--- src/rtl/adc_pixel_packer.sv ---
// adc_pixel_packer: packs horizontally adjacent active RGB565 pixels into 32-bit
// frame-buffer words with linear word addresses. Discards blanking pixels. Presents
// the words through a single-entry valid/ready output register.
//
// Parameters: X_RES (even) / Y_RES active resolution, ADDR_WIDTH word-address width.
// Ports:
//   hw_pixel_clk, rst_n        clock, async active-low reset
//   in_valid/in_data/in_x/in_y pixel stream from the capture stage
//   out_valid/out_ready        word handshake towards the frame-buffer FIFO
//   out_data                   {odd pixel, even pixel}
//   out_addr                   word address y*(X_RES/2) + x/2
//   out_frame_start            marks the word at address 0
//   frame_done                 one-cycle pulse with the frame's final word
//   locked                     high while tracking a frame
//   overflow_count             saturating count of dropped words
//   resync_count               saturating count of sequence faults
// Build option: ADC_PACKER_STATS_EN enables the two counters; when it is not
// defined, both counter ports read 0.
module adc_pixel_packer #(
    parameter int unsigned X_RES      = 800,
    parameter int unsigned Y_RES      = 600,
    parameter int unsigned ADDR_WIDTH = 18
) (
    input  logic                  hw_pixel_clk,
    input  logic                  rst_n,
    input  logic                  in_valid,
    input  logic [15:0]           in_data,
    input  logic [10:0]           in_x,
    input  logic [10:0]           in_y,
    output logic                  out_valid,
    input  logic                  out_ready,
    output logic [31:0]           out_data,
    output logic [ADDR_WIDTH-1:0] out_addr,
    output logic                  out_frame_start,
    output logic                  frame_done,
    output logic                  locked,
    output logic [15:0]           overflow_count,
    output logic [15:0]           resync_count
);

    localparam int unsigned           COORD_W   = 11;
    localparam int unsigned           WORDS     = X_RES * Y_RES / 2;
    localparam logic [ADDR_WIDTH-1:0] LAST_ADDR = ADDR_WIDTH'(WORDS - 1);
    localparam logic [COORD_W-1:0]    X_LAST    = COORD_W'(X_RES - 1);

    typedef enum logic [0:0] {
        WAIT_FRAME = 1'b0,
        ACTIVE     = 1'b1
    } state_t;

    state_t                state, state_n;
    logic [COORD_W-1:0]    exp_x, exp_x_n;
    logic [COORD_W-1:0]    exp_y, exp_y_n;
    logic [15:0]           half, half_n;
    logic [ADDR_WIDTH-1:0] word_cnt, word_cnt_n;

    logic                  out_valid_n;
    logic [31:0]           out_data_n;
    logic [ADDR_WIDTH-1:0] out_addr_n;
    logic                  out_frame_start_n;
    logic                  frame_done_n;
    logic                  locked_n;

    logic                  active;
    logic                  origin;
    logic                  match;
    logic                  word_form;
    logic                  last_word;
    logic                  relock;

    // Pixel classification
    assign active = in_valid && (32'(in_x) < X_RES) && (32'(in_y) < Y_RES);
    assign origin = active && (in_x == '0) && (in_y == '0);
    assign match  = active && (in_x == exp_x) && (in_y == exp_y);

    // Next-state, sequencing and output-register logic
    always_comb begin
        state_n           = state;
        exp_x_n           = exp_x;
        exp_y_n           = exp_y;
        half_n            = half;
        word_cnt_n        = word_cnt;
        word_form         = 1'b0;
        last_word         = 1'b0;
        relock            = 1'b0;
        out_valid_n       = out_valid;
        out_data_n        = out_data;
        out_addr_n        = out_addr;
        out_frame_start_n = out_frame_start;

        case (state)
            WAIT_FRAME: begin
                relock = origin;
            end
            ACTIVE: begin
                if (active) begin
                    if (match) begin
                        if (exp_x == X_LAST) begin
                            exp_x_n = '0;
                            exp_y_n = exp_y + COORD_W'(1);
                        end else begin
                            exp_x_n = exp_x + COORD_W'(1);
                        end
                        if (!in_x[0]) begin
                            half_n = in_data;
                        end else begin
                            word_form  = 1'b1;
                            word_cnt_n = word_cnt + ADDR_WIDTH'(1);
                            if (word_cnt == LAST_ADDR) begin
                                last_word = 1'b1;
                                state_n   = WAIT_FRAME;
                            end
                        end
                    end else begin
                        // Sequence fault; a faulting (0,0) relocks on the same edge
                        state_n = WAIT_FRAME;
                        relock  = origin;
                    end
                end
            end
            default: begin
                state_n = WAIT_FRAME;
            end
        endcase

        if (relock) begin
            state_n    = ACTIVE;
            half_n     = in_data;
            exp_x_n    = COORD_W'(1);
            exp_y_n    = '0;
            word_cnt_n = '0;
        end

        // Single-entry output register: a new word may replace one being accepted
        if (out_valid && out_ready) begin
            out_valid_n = 1'b0;
        end
        if (word_form && (!out_valid || out_ready)) begin
            out_valid_n       = 1'b1;
            out_data_n        = {in_data, half};
            out_addr_n        = word_cnt;
            out_frame_start_n = (word_cnt == '0);
        end

        frame_done_n = last_word;
        locked_n     = (state_n == ACTIVE);
    end

    // State and output registers
    always_ff @(posedge hw_pixel_clk or negedge rst_n) begin
        if (!rst_n) begin
            state           <= WAIT_FRAME;
            exp_x           <= '0;
            exp_y           <= '0;
            half            <= '0;
            word_cnt        <= '0;
            out_valid       <= 1'b0;
            out_data        <= '0;
            out_addr        <= '0;
            out_frame_start <= 1'b0;
            frame_done      <= 1'b0;
            locked          <= 1'b0;
        end else begin
            state           <= state_n;
            exp_x           <= exp_x_n;
            exp_y           <= exp_y_n;
            half            <= half_n;
            word_cnt        <= word_cnt_n;
            out_valid       <= out_valid_n;
            out_data        <= out_data_n;
            out_addr        <= out_addr_n;
            out_frame_start <= out_frame_start_n;
            frame_done      <= frame_done_n;
            locked          <= locked_n;
        end
    end

`ifdef ADC_PACKER_STATS_EN
    logic fault;
    logic drop;

    assign fault = (state == ACTIVE) && active && !match;
    assign drop  = word_form && out_valid && !out_ready;

    // Saturating statistics counters
    always_ff @(posedge hw_pixel_clk or negedge rst_n) begin
        if (!rst_n) begin
            overflow_count <= '0;
            resync_count   <= '0;
        end else begin
            if (drop && (overflow_count != 16'hFFFF)) begin
                overflow_count <= overflow_count + 16'd1;
            end
            if (fault && (resync_count != 16'hFFFF)) begin
                resync_count <= resync_count + 16'd1;
            end
        end
    end
`else
    assign overflow_count = '0;
    assign resync_count   = '0;
`endif

endmodule

--- config.mk ---
export PLATFORM = sky130hd
export DESIGN_NAME = adc_pixel_packer
export DESIGN_NICKNAME = d
export VERILOG_FILES = /design/src/rtl/adc_pixel_packer.sv
export SDC_FILE = /design/constraint.sdc
export NUM_CORES = 1
export LEC_CHECK = 0
export CORE_ASPECT_RATIO = 1.2
export CORE_UTILIZATION = 49
export DETAILED_ROUTE_END_ITERATION = 12
export PLACE_DENSITY = 0.79
export SYNTH_ARGS = -nofsm -noshare
export SYNTH_HDL_FRONTEND = slang
export SYNTH_SLANG_ARGS = --single-unit
--- constraint.sdc ---
create_clock -name hw_pixel_clk -period 6.8 [get_ports hw_pixel_clk]
set_input_delay 1.02 -clock hw_pixel_clk [delete_from_list [all_inputs] [get_ports hw_pixel_clk]]
set_output_delay 1.02 -clock hw_pixel_clk [all_outputs]
set_load 0.02 [all_outputs]
Yosys cells after proc, flatten, opt, wreduce, memory -nomap -nowiden
Cells that the tools add are included.
{"block": "classes", "n_addsub": 3, "mux": 40, "magnitude_cmp": 2, "bitwise_logic": 1, "n_reduce_logical": 23, "eq_ne": 5}
{"op": "$mux W11", "count": 10}
{"op": "$mux W18", "count": 5}
{"op": "$mux W16", "count": 5}
{"op": "$add A11 B1 Y11 const B", "count": 2}
{"op": "$eq A11 B11 Y1", "count": 2}
{"op": "$logic_not A11 Y1", "count": 2}
{"op": "$lt A11 B10 Y1 const B", "count": 2}
{"op": "$mux W1", "count": 19}
{"op": "$add A18 B1 Y18 const B", "count": 1}
{"op": "$eq A18 B18 Y1 const B", "count": 1}
{"op": "$logic_not A18 Y1", "count": 1}
{"op": "$reduce_and A4 Y1", "count": 3}
{"op": "$reduce_bool A2 Y1", "count": 6}
{"op": "$eq A11 B10 Y1 const B", "count": 1}
{"op": "$logic_and A1 B1 Y1", "count": 8}
{"op": "$reduce_and A3 Y1", "count": 1}
{"op": "$ne A2 B1 Y1 const B", "count": 1}
{"op": "$pmux W1 S2", "count": 1}
{"op": "$logic_not A1 Y1", "count": 1}
{"op": "$logic_or A1 B1 Y1", "count": 1}
{"op": "$not A1 Y1", "count": 1}
{"block": "word_totals", "regBits": 110, "inputBits": 42, "wordCells": 84, "output_inout_bits": 86}

Logic depth before layout (Yosys ltp)
{"block": "depth", "ltp_word": 10, "mapped_depth": 9, "depth_no_buf": 8}

Worst setup path before layout
No wires, ideal clock.
{"block": "synth_path", "path_type": "in2reg", "startpoint": "input in_x[7]", "endpoint": "register out_data[25]", "cell_stages": 8, "n_path_buf": 2, "slack_ps": 3815, "required_time_ps": 6675, "setup_time_ps": 125, "arrival_ps": 2860, "path_cell_list": "nor3_1 -> nand3b_1 -> o2111ai_1 -> or3_1 -> buf_2 -> a21oi_4 -> buf_6 -> mux2_2"}
{"block": "synth_via", "elab_chain_cells": 9, "elab_cells_between_ends": 10, "cone_classes": "order compare (1); eq/ne (1); mux (3); reduce/logical (5)"}
{"element": "start, declared", "line_no": "28", "source": "input logic [10:0] in_x,"}
{"element": "$lt A11 B10 Y1", "line_no": "72", "source": "assign active = in_valid && (32'(in_x) < X_RES) && (32'(in_y) < Y_RES);"}
{"element": "$logic_and A1 B1 Y1 (2 in series)", "line_no": "72"}
{"element": "$logic_and A1 B1 Y1 (2 in series)", "line_no": "74", "source": "assign match = active && (in_x == exp_x) && (in_y == exp_y);"}
{"element": "$mux W1", "line_no": "97", "source": "if (match) begin"}
{"element": "$mux W1 (*)", "line_no": "96", "source": "if (active) begin"}
{"element": "$mux W1 (*)", "line_no": "91", "source": "case (state)"}
{"element": "$logic_and A1 B1 Y1 (*)", "line_no": "138", "source": "if (word_form && (!out_valid || out_ready)) begin"}
{"element": "end signal, assigned", "line_no": "170", "source": "out_data <= out_data_n;"}
{"element": "end, declared", "line_no": "32", "source": "output logic [31:0] out_data,"}
Mark *: on every way between the ends. The rest lies on a longest branch, timed or not.
A chain may end at the register's enable or synchronous reset.

Worst setup path in the final report
{"block": "layout_path", "startpoint": "input in_y[5]", "endpoint": "register out_data[14]"}
{"block": "layout_via", "elab_chain_cells": 8, "elab_cells_between_ends": 9, "cone_classes": "order compare (1); eq/ne (1); mux (3); reduce/logical (4)"}
{"element": "start, declared", "line_no": "29", "source": "input logic [10:0] in_y,"}
{"element": "$lt A11 B10 Y1", "line_no": "72"}
{"element": "$logic_and A1 B1 Y1", "line_no": "72"}
{"element": "$logic_and A1 B1 Y1 (2 in series)", "line_no": "74"}
{"element": "$mux W1", "line_no": "97"}
{"element": "$mux W1 (*)", "line_no": "96"}
{"element": "$mux W1 (*)", "line_no": "91"}
{"element": "$logic_and A1 B1 Y1 (*)", "line_no": "138"}
Marks and branches as above.

==> tab_implementation.tex <==
\begin{tabular}{lr}
\hline
Metric & Value \\
\hline
\multicolumn{2}{l}{\textbf{Worst setup path}} \\
Count of buffering cells on the critical path with inverters included & 2 \\
Critical path launch point type & primary input \\
Crit. Startpoint & in\_y[5] \\
Register-to-register setup slack & 3.31 ns \\
Cell-by-cell listing of the critical path & clkdlybuf4s50\_1 -> xor2\_1 -> nand4b\_1 -> nor4\_1 -> nand4\_1 -> or3\_1 -> a21oi\_4 -> buf\_4 -> mux2\_2 \\
Largest stage delay on the critical path & 0.83 ns \\
Largest delay share family, worst path & simple AND/OR/NAND/NOR gates \\
Worst reg2reg path startpoint & exp\_x[2] \\
Worst reg-to-reg path cell count & 8 \\
Slowest cell on crit path & sky130\_fd\_sc\_hd\_\_a21oi\_4 \\
Nature of the critical path endpoint & register \\
Required @ worst endpoint & 7.03 ns \\
Signal arrival time at the worst endpoint & 4.43 ns \\
Crit Reg-Reg Endpoint & out\_data[14] \\
Worst-path fanout max & 33 \\
Critical path class & in2reg \\
\multicolumn{2}{l}{\textbf{Timing}} \\
Relative slew margins & 30.14\% \\
Max Transition Viols Final & 0 \\
Shortest period the worst path allows & 4.208 ns \\
Final worst-path cycle share & 61.88\% \\
Unrepaired setup endpoints after global routing & no \\
Final hold violations & 0 \\
Setup TNS & 0 ns \\
Setup violators final & 0 \\
Layout Skew & 0.01008 ns \\
Achievable clock frequency & 237.7 MHz \\
Slew @ Worst Pin & 1.046 ns \\
\multicolumn{2}{l}{\textbf{Clocking}} \\
Hold-fix buffers, CTS & 0 \\
Clock slew at the register clock pins of the worst setup and hold paths & 0.07 ns \\
Resized cells post-CTS & 0 \\
Post-CTS setup buffers & 0 \\
Clk Latency, worst-skew pair & 0.35 ns \\
Root Buffer & sky130\_fd\_sc\_hd\_\_clkbuf\_16 \\
Clock tree from TritonCTS & yes \\
Maximum clock path buffer count & 2 \\
Count of H-tree levels built during CTS & 3 \\
Clock buffer count from CTS & 9 \\
Number of clock sinks & 110 \\
\multicolumn{2}{l}{\textbf{Pwr}} \\
Leak & 2.994 nW \\
Max VDD drop & 0.0001311 V \\
Power per Cell Area & 188.7 nW/µm² \\
\multicolumn{2}{l}{\textbf{Detailed routing}} \\
Total length of routed wires & 12.34 mm \\
Starting DRC count in detailed routing & 228 \\
Via density per instance & 5.579 \\
Overall via count from detail\_route & 4017 \\
ANT nets after route & 0 \\
Total DRC errors in the routed layout & 0 \\
DRT Pass-1 Iters & 5 \\
Post-detailed-route wirelength per cell & 17.14 µm \\
\multicolumn{2}{l}{\textbf{Run}} \\
Number of maximum-capacitance violations & 0 \\
\multicolumn{2}{l}{\textbf{Finish}} \\
Area growth, synth to finish & 21.96\% \\
Leading cell type in the layout, fill and taps excluded & sky130\_fd\_sc\_hd\_\_dfrtp\_1 \\
Final antenna diode count & 0 \\
Layout net count & 629 \\
Commonest cells after routing, fill and taps aside & sky130\_fd\_sc\_hd\_\_dfrtp\_1 (110), sky130\_fd\_sc\_hd\_\_clkdlybuf4s50\_1 (94), sky130\_fd\_sc\_hd\_\_mux2\_2 (66) \\
Storage element area & 2753 µm² \\
Combined area of the multi-input logic cells & 2457 µm² \\
Fraction of final layout cells with drive strength greater than 1 & 15.14\% \\
Filler-free cell count of the finished design & 720 \\
FILL cells & 881 \\
\multicolumn{2}{l}{\textbf{Global route}} \\
Number of antenna violations at the first check in global routing & 0 \\
Vias in the first global route & 4200 \\
Global-route usage over all layers & 22.61\% \\
Global-route wire length before repair & 20.69 mm \\
Maximum number of pins on one net before global-route repair & 57 \\
Overflow left after global routing & 0 \\
\multicolumn{2}{l}{\textbf{Floorplan}} \\
Die extent in x & 98.64 µm \\
Die area & 11640 µm² \\
Area of the core & 10980 µm² \\
DIE HEIGHT & 118.0 µm \\
Initial cell density of the core & 50.00\% \\
Row Count & 42 \\
Num ports & 128 \\
\multicolumn{2}{l}{\textbf{Yosys}} \\
Synthesized flop and latch total & 110 \\
Number of cells produced by synthesis & 494 \\
Fraction of the yosys area taken by sequential cells & 50.13\% \\
Number of warnings printed during yosys synthesis & 0 \\
Predominant post-synthesis flop cell & sky130\_fd\_sc\_hd\_\_dfrtp\_1 \\
Netlist area before placement & 5492 µm² \\
Count of different cell masters after synthesis & 46 \\
Asr flop ratio synth & 100.0\% \\
Synth Area per Inst & 11.12 µm² \\
Number of enable flip-flop cells after synthesis & 0 \\
\multicolumn{2}{l}{\textbf{Placed design}} \\
Gpl congestion & 0.9064 \\
Detailed-placement wirelength estimate & 8.602 mm \\
Number of cells in the design after placement & 704 \\
Number of input and output port buffers inserted & 95 \\
\multicolumn{2}{l}{\textbf{Min path}} \\
Cell count of the worst hold path & 1 \\
Hold Crit Endpoint & out\_data[6] \\
Source of the worst hold timing path & out\_data[6] \\
Min-Delay Path Class & reg2reg \\
\multicolumn{2}{l}{\textbf{Outcome}} \\
Outcome & complete, no violations \\
\hline
\end{tabular}
## worst register-to-register path, delay by kind of cell (launching register included)
kind | cells | cell delay [ns]
multiplexers | 1 | 0.39
flip-flops | 1 | 0.45
AND/OR/NAND/NOR | 4 | 1.05
XOR/XNOR | 1 | 0.24
buffers and inverters | 1 | 0.41
AO/OA/AOI/OAI | 1 | 0.84
## state kept, by name, summed over array words and instances (netlist names)
name,flops
frame_done,1
out_valid,1
out_data,32
state,1
exp_y,11
out_frame_start,1
out_addr,18
exp_x,11
word_cnt,18
half,16
## Yosys cell counts, drive strengths merged, types with 2 or more instances
master / n / area share, %
a21oi: 14 / 1.5
or3: 3 / 0.34
inv: 12 / 0.82
nor2: 36 / 2.5
nor3: 14 / 1.3
nand3: 11 / 1.1
xor2: 8 / 1.3
dfrtp: 110 / 50
mux2: 69 / 14
nand2: 29 / 2.0
nor4: 26 / 3.1
and3: 6 / 0.68
nor3b: 2 / 0.27
clkbuf: 11 / 0.75
ha: 4 / 0.91
o2bb2ai: 2 / 0.32
buf: 40 / 5.7
o21ai: 12 / 1.1
mux2i: 4 / 0.73
o31ai: 4 / 0.55
nand3b: 2 / 0.27
xnor2: 34 / 5.4
nand4: 17 / 1.9
a21o: 2 / 0.27
and2: 7 / 0.80
## report_power, final
group	internal, mW	leakage (nW)	switching (mW)
Combinational	0.0274	1.32	0.0462
Clock	0.293	0.147	0.244
Sequential	0.654	1.53	0.0000000586
Total	0.974	2.99	0.290
## layout make-up
class                   instances  share of cell area [%]
flip-flops and latches        110                   41.10
multi-input cells             352                   36.69
repair buffers                 98                   14.50
clock buffers                  10                   3.419
well taps                     132                   2.466
clock inverters                 6                   1.158
inverters                      12                  0.6725
## metal layers
layer | track usage, % | vias to the layer above | share of wire [%]
li1 | - | 1867 | -
met1 | 27.68 | 1957 | 41
met2 | 37.19 | 181 | 49
met3 | 6.354 | 12 | 8.5
met4 | 9.981 | 0 | 1.4
met5 | 0 | - | 0
## worst max path at each step
stage	to	slack, ns	cells past startpoint
after global routing	out_data[14]	2.24	9
after CTS	out_data[14]	2.55	9
after detailed placement	out_data[31]	2.24	9
after floorplan	out_data[25]	3.81	8
after global placement	out_data[23]	2.25	9
final	out_data[14]	2.59	9
## through the flow
stage	power, mW	utilization, %	hold WS (ns)	area [µm²]	setup slack, ns
2_1_floorplan	0.7083	-	0.4585	5608	3.815
5_1_grt	1.305	60.98	0.5105	6698	2.245
4_1_cts	1.277	60.98	0.4940	6698	2.554
3_5_place_dp	0.7404	58.19	0.4784	6391	2.237
3_3_place_gp	0.7405	58.19	0.4692	6391	2.251
6_report	1.264	60.98	0.4954	6698	2.592
## kinds of logic (layout without fill, tap and decap cells)
family	after synthesis	after routing	share of synthesized area, %
and+or+nand+nor	159	159	15.17
other	1	32	0.06829
xor gates and xnor gates	42	42	6.699
muxes	73	73	14.88
AOI/OAI and AO/OA	42	42	4.899
DFF	110	110	50.13
adders and majority gates	4	4	0.9114
buffers and inverters	63	126	7.245
No activity file was read; power rests on OpenSTA's default activity.
